==> src/rtl/ima_adpcm_dec_mc_if.sv <==
// Stream bundle for the multi-channel IMA ADPCM decoder: code input, state load, PCM output.
// The master side feeds codes and consumes samples; the slave side is the decoder.
interface ima_adpcm_dec_mc_if #(
  parameter int CH_W = 1
);
  logic [3:0]      inPCM;
  logic [CH_W-1:0] inChan;
  logic            inValid;
  logic            inReady;
  logic            inStateLoad;
  logic [CH_W-1:0] inLoadChan;
  logic [15:0]     inPredictSamp;
  logic [6:0]      inStepIndex;
  logic [15:0]     outSamp;
  logic [CH_W-1:0] outChan;
  logic            outValid;
  logic            outReady;

  modport master (
    output inPCM, inChan, inValid, inStateLoad, inLoadChan, inPredictSamp, inStepIndex, outReady,
    input  inReady, outSamp, outChan, outValid
  );

  modport slave (
    input  inPCM, inChan, inValid, inStateLoad, inLoadChan, inPredictSamp, inStepIndex, outReady,
    output inReady, outSamp, outChan, outValid
  );
endinterface

==> src/rtl/ima_adpcm_dec_mc.sv <==
// Multi-channel IMA ADPCM decoder: a code register stage followed by a decode stage that
// updates per-channel predictor/step-index state and drives a backpressured output register.
module ima_adpcm_dec_mc #(
  parameter int NUM_CH = 2,
  parameter int CH_W   = 1,
  parameter int FRAC_W = 3
) (
  input logic               clock,
  input logic               reset,
  ima_adpcm_dec_mc_if.slave bus
);
  localparam int PW    = 16 + FRAC_W;
  localparam int SW    = 18 + FRAC_W;
  localparam int IW    = (NUM_CH > 1) ? $clog2(NUM_CH) : 1;
  localparam int NSLOT = 2 ** IW;
  localparam logic [6:0] MAX_IDX = 7'd88;
  localparam logic signed [SW-1:0] P_MAX = {{(SW-PW+1){1'b0}}, {(PW-1){1'b1}}};
  localparam logic signed [SW-1:0] P_MIN = ~P_MAX;

  localparam int STEP_TABLE [89] = '{
    7, 8, 9, 10, 11, 12, 13, 14, 16, 17,
    19, 21, 23, 25, 28, 31, 34, 37, 41, 45,
    50, 55, 60, 66, 73, 80, 88, 97, 107, 118,
    130, 143, 157, 173, 190, 209, 230, 253, 279, 307,
    337, 371, 408, 449, 494, 544, 598, 658, 724, 796,
    876, 963, 1060, 1166, 1282, 1411, 1552, 1707, 1878, 2066,
    2272, 2499, 2749, 3024, 3327, 3660, 4026, 4428, 4871, 5358,
    5894, 6484, 7132, 7845, 8630, 9493, 10442, 11487, 12635, 13899,
    15289, 16818, 18500, 20350, 22385, 24623, 27086, 29794, 32767
  };

  logic                 s1Valid;
  logic [3:0]           s1Code;
  logic [CH_W-1:0]      s1Chan;
  logic signed [PW-1:0] predictor [NSLOT];
  logic [6:0]           stepIdx [NSLOT];
  logic                 outValidReg;
  logic [15:0]          outSampReg;
  logic [CH_W-1:0]      outChanReg;

  logic                 adv;
  logic                 s1ChanOk;
  logic                 loadOk;
  logic [IW-1:0]        s1Slot;
  logic [IW-1:0]        loadSlot;
  logic signed [PW-1:0] curPred;
  logic signed [PW-1:0] newPred;
  logic signed [PW-1:0] loadPred;
  logic [6:0]           curIdx;
  logic [6:0]           newIdx;
  logic [6:0]           loadIdx;
  logic [SW-1:0]        stepExt;
  logic [SW-1:0]        delta;
  logic signed [SW-1:0] sum;
  logic [7:0]           idxDelta;
  logic [7:0]           idxSum;
  logic [16:0]          rounded;
  logic [15:0]          newSamp;

  assign s1Slot   = s1Chan[IW-1:0];
  assign loadSlot = bus.inLoadChan[IW-1:0];
  assign s1ChanOk = 32'(s1Chan) < NUM_CH;
  assign loadOk   = bus.inStateLoad && (32'(bus.inLoadChan) < NUM_CH);
  assign loadPred = {bus.inPredictSamp, {FRAC_W{1'b0}}};
  assign loadIdx  = (bus.inStepIndex > MAX_IDX) ? MAX_IDX : bus.inStepIndex;

  assign adv          = s1Valid && (!outValidReg || bus.outReady);
  assign bus.inReady  = !s1Valid || adv;
  assign bus.outValid = outValidReg;
  assign bus.outSamp  = outSampReg;
  assign bus.outChan  = outChanReg;

  // Decode stage: the sum carries a guard bit above the largest predictor+delta magnitude
  // so saturation always sees the true result.
  always_comb begin
    curPred = predictor[s1Slot];
    curIdx  = stepIdx[s1Slot];
    stepExt = SW'(STEP_TABLE[curIdx]);
    delta   = stepExt << (FRAC_W - 3);
    if (s1Code[2]) delta = delta + (stepExt << FRAC_W);
    if (s1Code[1]) delta = delta + (stepExt << (FRAC_W - 1));
    if (s1Code[0]) delta = delta + (stepExt << (FRAC_W - 2));

    sum = SW'(curPred);
    if (s1Code[3]) sum = sum - $signed(delta);
    else           sum = sum + $signed(delta);

    if (sum > P_MAX)      newPred = P_MAX[PW-1:0];
    else if (sum < P_MIN) newPred = P_MIN[PW-1:0];
    else                  newPred = sum[PW-1:0];

    rounded = {newPred[PW-1], newPred[PW-1:FRAC_W]} + {16'd0, newPred[FRAC_W-1]};
    if (!rounded[16] && rounded[15])      newSamp = 16'h7FFF;
    else if (rounded[16] && !rounded[15]) newSamp = 16'h8000;
    else                                  newSamp = rounded[15:0];

    idxDelta = s1Code[2] ? ({5'd0, s1Code[1:0], 1'b0} + 8'd2) : 8'hFF;
    idxSum   = {1'b0, curIdx} + idxDelta;
    if (idxSum[7])                  newIdx = 7'd0;
    else if (idxSum[6:0] > MAX_IDX) newIdx = MAX_IDX;
    else                            newIdx = idxSum[6:0];
  end

  // Pipeline and channel state; a state load is written after the decode write-back so it wins.
  always_ff @(posedge clock) begin
    if (reset) begin
      s1Valid     <= 1'b0;
      s1Code      <= '0;
      s1Chan      <= '0;
      outValidReg <= 1'b0;
      outSampReg  <= '0;
      outChanReg  <= '0;
      for (int i = 0; i < NSLOT; i++) begin
        predictor[i] <= '0;
        stepIdx[i]   <= '0;
      end
    end else begin
      if (bus.inReady) begin
        s1Valid <= bus.inValid;
        if (bus.inValid) begin
          s1Code <= bus.inPCM;
          s1Chan <= bus.inChan;
        end
      end

      if (adv && s1ChanOk) begin
        predictor[s1Slot] <= newPred;
        stepIdx[s1Slot]   <= newIdx;
      end
      if (loadOk) begin
        predictor[loadSlot] <= loadPred;
        stepIdx[loadSlot]   <= loadIdx;
      end

      if (adv) begin
        outValidReg <= s1ChanOk;
        if (s1ChanOk) begin
          outSampReg <= newSamp;
          outChanReg <= s1Chan;
        end
      end else if (bus.outReady) begin
        outValidReg <= 1'b0;
      end
    end
  end
endmodule

==> src/flat_wrapper.sv <==
// flat-port wrapper written by rule: the top's interface ports become plain ports
module ima_adpcm_dec_mc_flat 
#(
  parameter int NUM_CH = 2,
  parameter int CH_W   = 1,
  parameter int FRAC_W = 3
)
  (clock, reset, bus_inPCM, bus_inChan, bus_inValid, bus_inStateLoad, bus_inLoadChan, bus_inPredictSamp, bus_inStepIndex, bus_outReady, bus_inReady, bus_outSamp, bus_outChan, bus_outValid);
  ima_adpcm_dec_mc_if #(.CH_W(CH_W)) bus_i ();
  input logic clock;
  input logic reset;
  input wire logic [$bits(bus_i.inPCM)-1:0] bus_inPCM;
  input wire logic [$bits(bus_i.inChan)-1:0] bus_inChan;
  input wire logic [$bits(bus_i.inValid)-1:0] bus_inValid;
  input wire logic [$bits(bus_i.inStateLoad)-1:0] bus_inStateLoad;
  input wire logic [$bits(bus_i.inLoadChan)-1:0] bus_inLoadChan;
  input wire logic [$bits(bus_i.inPredictSamp)-1:0] bus_inPredictSamp;
  input wire logic [$bits(bus_i.inStepIndex)-1:0] bus_inStepIndex;
  input wire logic [$bits(bus_i.outReady)-1:0] bus_outReady;
  output wire logic [$bits(bus_i.inReady)-1:0] bus_inReady;
  output wire logic [$bits(bus_i.outSamp)-1:0] bus_outSamp;
  output wire logic [$bits(bus_i.outChan)-1:0] bus_outChan;
  output wire logic [$bits(bus_i.outValid)-1:0] bus_outValid;
  assign bus_i.inPCM = bus_inPCM;
  assign bus_i.inChan = bus_inChan;
  assign bus_i.inValid = bus_inValid;
  assign bus_i.inStateLoad = bus_inStateLoad;
  assign bus_i.inLoadChan = bus_inLoadChan;
  assign bus_i.inPredictSamp = bus_inPredictSamp;
  assign bus_i.inStepIndex = bus_inStepIndex;
  assign bus_i.outReady = bus_outReady;
  assign bus_inReady = bus_i.inReady;
  assign bus_outSamp = bus_i.outSamp;
  assign bus_outChan = bus_i.outChan;
  assign bus_outValid = bus_i.outValid;
  ima_adpcm_dec_mc #(.NUM_CH(NUM_CH), .CH_W(CH_W), .FRAC_W(FRAC_W)) u_core (.clock(clock), .reset(reset), .bus(bus_i));
endmodule
==> config.mk <==
export PLATFORM = sky130hd
export DESIGN_NAME = ima_adpcm_dec_mc_flat
export DESIGN_NICKNAME = d
export VERILOG_FILES = /design/src/rtl/ima_adpcm_dec_mc_if.sv /design/src/rtl/ima_adpcm_dec_mc.sv /design/src/flat_wrapper.sv
export SDC_FILE = /design/constraint.sdc
export NUM_CORES = 1
export LEC_CHECK = 0
export CELL_PAD_IN_SITES_DETAIL_PLACEMENT = 0
export CELL_PAD_IN_SITES_GLOBAL_PLACEMENT = 1
export CORE_MARGIN = 4
export CORE_UTILIZATION = 35
export CTS_BUF_LIST = sky130_fd_sc_hd__clkbuf_2 sky130_fd_sc_hd__clkbuf_4 sky130_fd_sc_hd__clkbuf_8
export CTS_CLUSTER_SIZE = 16
export DETAILED_ROUTE_END_ITERATION = 16
export GPL_TIMING_DRIVEN = 1
export PLACE_DENSITY_LB_ADDON = 0.1
export SYNTH_ARGS = -nofsm -noshare
export SYNTH_HDL_FRONTEND = slang
export SYNTH_SLANG_ARGS = --single-unit
==> constraint.sdc <==
create_clock -name clock -period 27.1 [get_ports clock]
set_input_delay 5.42 -clock clock [delete_from_list [all_inputs] [get_ports clock]]
set_output_delay 5.42 -clock clock [all_outputs]
set_load 0.005 [all_outputs]
======== Yosys cells after proc, flatten, opt, wreduce, memory -nomap -nowiden ========
Memories as Yosys holds them, arrays and structs flattened. A register that Yosys moved wholly into a read port is not among the register bits.
Index checks and enable logic that the tools add are counted.
storage, ports and cells
  flip-flop bits (word level) ............. 24
  bits in writable memories ............... 52
  ROM bits ................................ 4096
  word-level logic and storage cells ...... 78
  memories kept ........................... 3
operators by class
  add/subtract/negate cells ............... 8
  order comparisons ....................... 5
  multiplexer cells ....................... 40
  bitwise logic cells ..................... 1
  reduce and logical (&&, ||, !) cells .... 15
memory list
  memory            depth  width  read ports  clocked after Yosys merged registers in  write ports  RTL line                RTL
  (name not given)  128    32     1           0                                        0            ima_adpcm_dec_mc.sv:78  stepExt = SW'(STEP_TABLE[curIdx]);
  u_core.predictor  2      19     1           1                                        2            ima_adpcm_dec_mc.sv:35  logic signed [PW-1:0] predictor [NSLOT];
  u_core.stepIdx    2      7      1           1                                        2            ima_adpcm_dec_mc.sv:36  logic [6:0] stepIdx [NSLOT];
operators by type and width
  kind                                                                               count
  21-bit 2-to-1 mux                                                                  6
  19-bit 2-to-1 mux                                                                  4
  21-bit adder                                                                       3
  19-bit OR reduction                                                                2
  7-bit 2-to-1 mux                                                                   5
  16-bit 2-to-1 mux                                                                  2
  1-bit 2-to-1 mux                                                                   22
  19-bit by 21-bit adder with 21-bit output                                          1
  21-bit by 19-bit greater-than comparator with 1-bit output, second input constant  1
  21-bit by 19-bit < comparator with 1-bit output, second input constant             1
  19-bit by 21-bit subtractor with 21-bit output                                     1
  16-bit by 2-bit adder with 17-bit output                                           1
  7-bit greater-than comparator, second input constant                               2
  7-bit OR reduction                                                                 2
  7-bit by 8-bit adder with 8-bit output                                             1
  8-bit greater-or-equal comparator, second input constant                           1
  8-bit 2-to-1 mux                                                                   1
  7-bit inverter with 8-bit output                                                   1
  3-bit by 2-bit adder with 4-bit output, second input constant                      1
  1-bit zero test                                                                    4
  1-bit logical AND                                                                  3
  1-bit logical OR                                                                   2
  2-bit AND reduction                                                                1
  2-bit nonzero test                                                                 1

======== Depth between registers and ports, before layout ========
  depth after elaboration ................. 20
  mapped depth ............................ 61
  gate-level depth less buffers ........... 56

======== Worst setup path after synthesis ========
OpenSTA, ideal clock, no wires.
  kind .................................... flip-flop to flip-flop
  start point ............................. register (tool-made name)
  end point ............................... register u_core.outSampReg[8], in the netlist u_core.bus.outSamp[8]
  arrival time ............................ 11909 ps
  required time ........................... 27021 ps
  slack ................................... 15112 ps
  cell stages (with the launch flop) ...... 57
  clock period less this slack ............ 11988 ps
  path through ............................ dfxtp_1 > buf_6 > buf_4 > buf_2 > mux2i_1 > inv_1 > ha_1 > clkbuf_1 > or2_2 > a21oi_1 > a2111o_1 > o221ai_1 > o311ai_0 > inv_1 > ha_1 > nand2_1 > o31ai_1 > xor2_1 > (+21 left out) > xnor2_1 > ha_1 > clkbuf_1 > nor3_1 > a21oi_1 > nand2_1 > a311oi_1 > a21o_1 > clkbuf_1 > nor3_1 > o31ai_1 > ha_1 > ha_1 > o21ai_0 > a31o_4 > or3_1 > a221o_1 > a211oi_2
RTL lines
  what                  RTL line                 RTL
  to (signal assigned)  ima_adpcm_dec_mc.sv:138  outSampReg <= newSamp;
  to (decl)             ima_adpcm_dec_mc.sv:38   logic [15:0] outSampReg;

==> metrics <==
outcome=finished, final reports clean; first-pass GRT wire length=~67,000 um; clock share of power=roughly a tenth; Switching Share=a little over half; Net Sw Power=~510 uW; arrival time worst endpoint=roughly 16 ns; crit end category=register; Max Slew Vio Count=0; maximum vdd drop=around 0.000037 V; ant diodes=0; clk_lat worst skew=between 0.3 and 0.4 ns; syn_nets=1,649; cell count after synthesis=~1,500; largest fanout on the critical path=65; Area Overhead vs Synth=9.54%; number of global-route vias before repair=around 11,000; combinational fraction of design power=between 70 and 80%; syn_area_per_cell=about 7.5 um2; Vias=approximately 12,000; post-cts sizing count=0; crit-path max cell delay=slightly below 0.9 ns; clk root buf=clkbuf_8; H-tree Lvls=3; CTS tree=built; Yosys cell types=105; antenna viol nets, final=0; maxcap violations=0; share of layout cells above drive strength 1=between 6 and 7%; Fin Setup TNS=0 ns; vias per cell=6.06; unrepaired setup endpoints after global routing=no; Post-layout nets=1,653; critical path class=register to register; Period minus WS final=15.50 ns; sequential area share after synthesis=around 17%; Setup violations, final=0; async set or reset register ratio after synthesis=0%; CP required=~27 ns; sequential power share=between 15 and 20%; Longest Clk Path Bufs=2; Yosys reg bits=77; final wirelength=about 44,000 um; initial antenna violation count=0; Post-CTS Setup Bufs=0; reg2reg setup slack=11.60 ns; CORE AREA=~32,000 um2; RR Endpoint=u_core.bus.outSamp[14]; Hold Fails Final Rpt=0; I/O pin total=53; Final HPWL DP=roughly 33,000 um; hold_buf cts=0; DIE AREA=~36,000 um2; number of port buffers=between 50 and 60; Max-slew headroom=a little over a quarter; Total GRT Usage=23.8%; aggregate global routing overflow=0; most frequent cells in the layout=167 x nand2_1, 131 x nor2_1, 113 x o21ai_0; DRC viols=0; placed insts=roughly 2,000; LEAKAGE=approximately 4.9 nW; commonest non-fill, non-tap cell in the layout=nand2_1; Post-synth top flop=edfxtp_1; RD Place Congestion=between 0.9 and 1; fin crit share=between 50% and 60%; beginning of the worst hold path=u_core.predictor[1][1]; Hold Path Class=register to register; total power per unit cell area=~76 nW/um2; Die H=189 um; Slew @ Worst Pin=1.10 ns; largest net degree at the start of global routing=66; yosys warns=0; width of the die=189 um; Worst Hold Endpoint=u_core.predictor[1][1]; Pre-antenna DRT Iters=8; Synth Cell Area=between 10,000 and 15,000 um2; Startpoint Class=register; FMAX=around 64 MHz; Rows=66; Slowest-stage cell, CP=mux2i_1; CTS sink cnt=77; Fin Clk Skew=0.0166 ns; routed wire length per instance=approximately 22 um; CTS Buf Count=9; initial core utilization=between 30% and 40%; starting DRC count in detailed routing=between 1,000 and 1,500; Worst Hold Path Cells=2; Reg clk slew, reported paths=0.10 ns; Power Internal=440 uW; Post-synth EDFFs=46; reg2reg path depth=slightly below 50; CP dominant cell by count=ha_1; Finished Layout Cells=1,976
[synth_stat cells (37+ instances only)]
cell type,number,share of area [%]
nand2b_1,37,2.0
ha_1,85,9.3
clkbuf_1,50,1.6
edfxtp_1,46,12
nand3_1,41,1.8
nor2_1,131,4.3
xnor2_1,44,3.4
inv_1,64,2.1
a21oi_1,108,4.7
nand2_1,167,5.5
o21ai_0,113,4.9
[routing by layer]
| metal | share of wire (%) | up-vias | global-route usage, % | routed length, um |
|---|---|---|---|---|
| met5 | 0 | - | 0 | 0 |
| met4 | 3.7 | 0 | 8.74 | 1640 |
| met3 | 5.5 | 90 | 2.93 | 2410 |
| met2 | 45 | 428 | 38.7 | 19900 |
| met1 | 46 | 5712 | 32.6 | 20200 |
| li1 | - | 5744 | - | - |
[worst max-delay path, delay by kind of cell (launching register included)]
kind	cells	cell delay, ns
AOI/OAI and AO/OA	24	6.91
adders and majority gates	6	2.61
and+or+nand+nor	11	2.10
buffers and inverters	3	1.25
muxes	2	1.10
DFF	1	0.73
xor gates and xnor gates	3	0.59
[power by group through the flow]
stage	sequential (mW)	clock [mW]	combinational, mW
finish	0.148	0.0885	0.716
global route	0.149	0.0954	0.786
CTS	0.148	0.0905	0.707
detailed placement	0.150	0	0.702
global placement	0.150	0	0.712
floorplan	0.144	0	0.522
[metrics by stage]
step                power [mW]  cell area (um2)  hold WS, ns  worst slack [ns]  util [%]
detailed placement       0.852            12400        0.448             11.64      38.1
floorplan                0.666            11500        0.424             15.11         -
finish                   0.952            12600        0.466             11.60      38.7
global placement         0.863            12400        0.438             12.05      38.1
CTS                      0.946            12600        0.468             11.59      38.7
global route              1.03            12600        0.510              9.97      38.7
[layout make-up]
| type | instances | area [um2] |
|---|---|---|
| fill | 3409 | 19900 |
| inverter | 69 | 259 |
| sequential | 77 | 2000 |
| tap | 442 | 553 |
| clock inverter | 7 | 67.6 |
| multi-input combinational | 1297 | 8870 |
| clock buffer | 9 | 124 |
| timing repair buffer | 75 | 693 |
[how the worst max path moves through the flow]
stage | slack, ns | depth (start not counted) | end | start
floorplan | 15.11 | 56 | u_core.bus.outSamp[8] | register
global placement | 12.05 | 50 | u_core.bus.outSamp[14] | register
detailed placement | 11.64 | 49 | u_core.bus.outSamp[14] | register
CTS | 11.59 | 49 | u_core.bus.outSamp[14] | register
global route | 9.97 | 51 | u_core.bus.outSamp[14] | register
finish | 11.60 | 49 | u_core.bus.outSamp[14] | register
[cells by family (layout without fill, tap and decap cells)]
family	Yosys count	in the layout	share of synthesized area (%)
AOI/OAI and AO/OA	539	539	33.4
and+or+nand+nor	535	535	22.5
buffers and inverters	151	160	5.34
adders and majority gates	91	91	10.2
xor gates and xnor gates	77	77	5.88
DFF	77	77	17.4
muxes	55	55	5.18
[flip-flops by register name, indices dropped and copies added (netlist names), named ones only]
signal and count:
u_core.s1Chan 1, u_core.s1Code 4, u_core.predictor 38, u_core.bus.outValid 1
u_core.bus.outChan 1, u_core.s1Valid 1, u_core.stepIdx 14, u_core.bus.outSamp 16
Note: power is estimated with default switching activity, not from simulation.
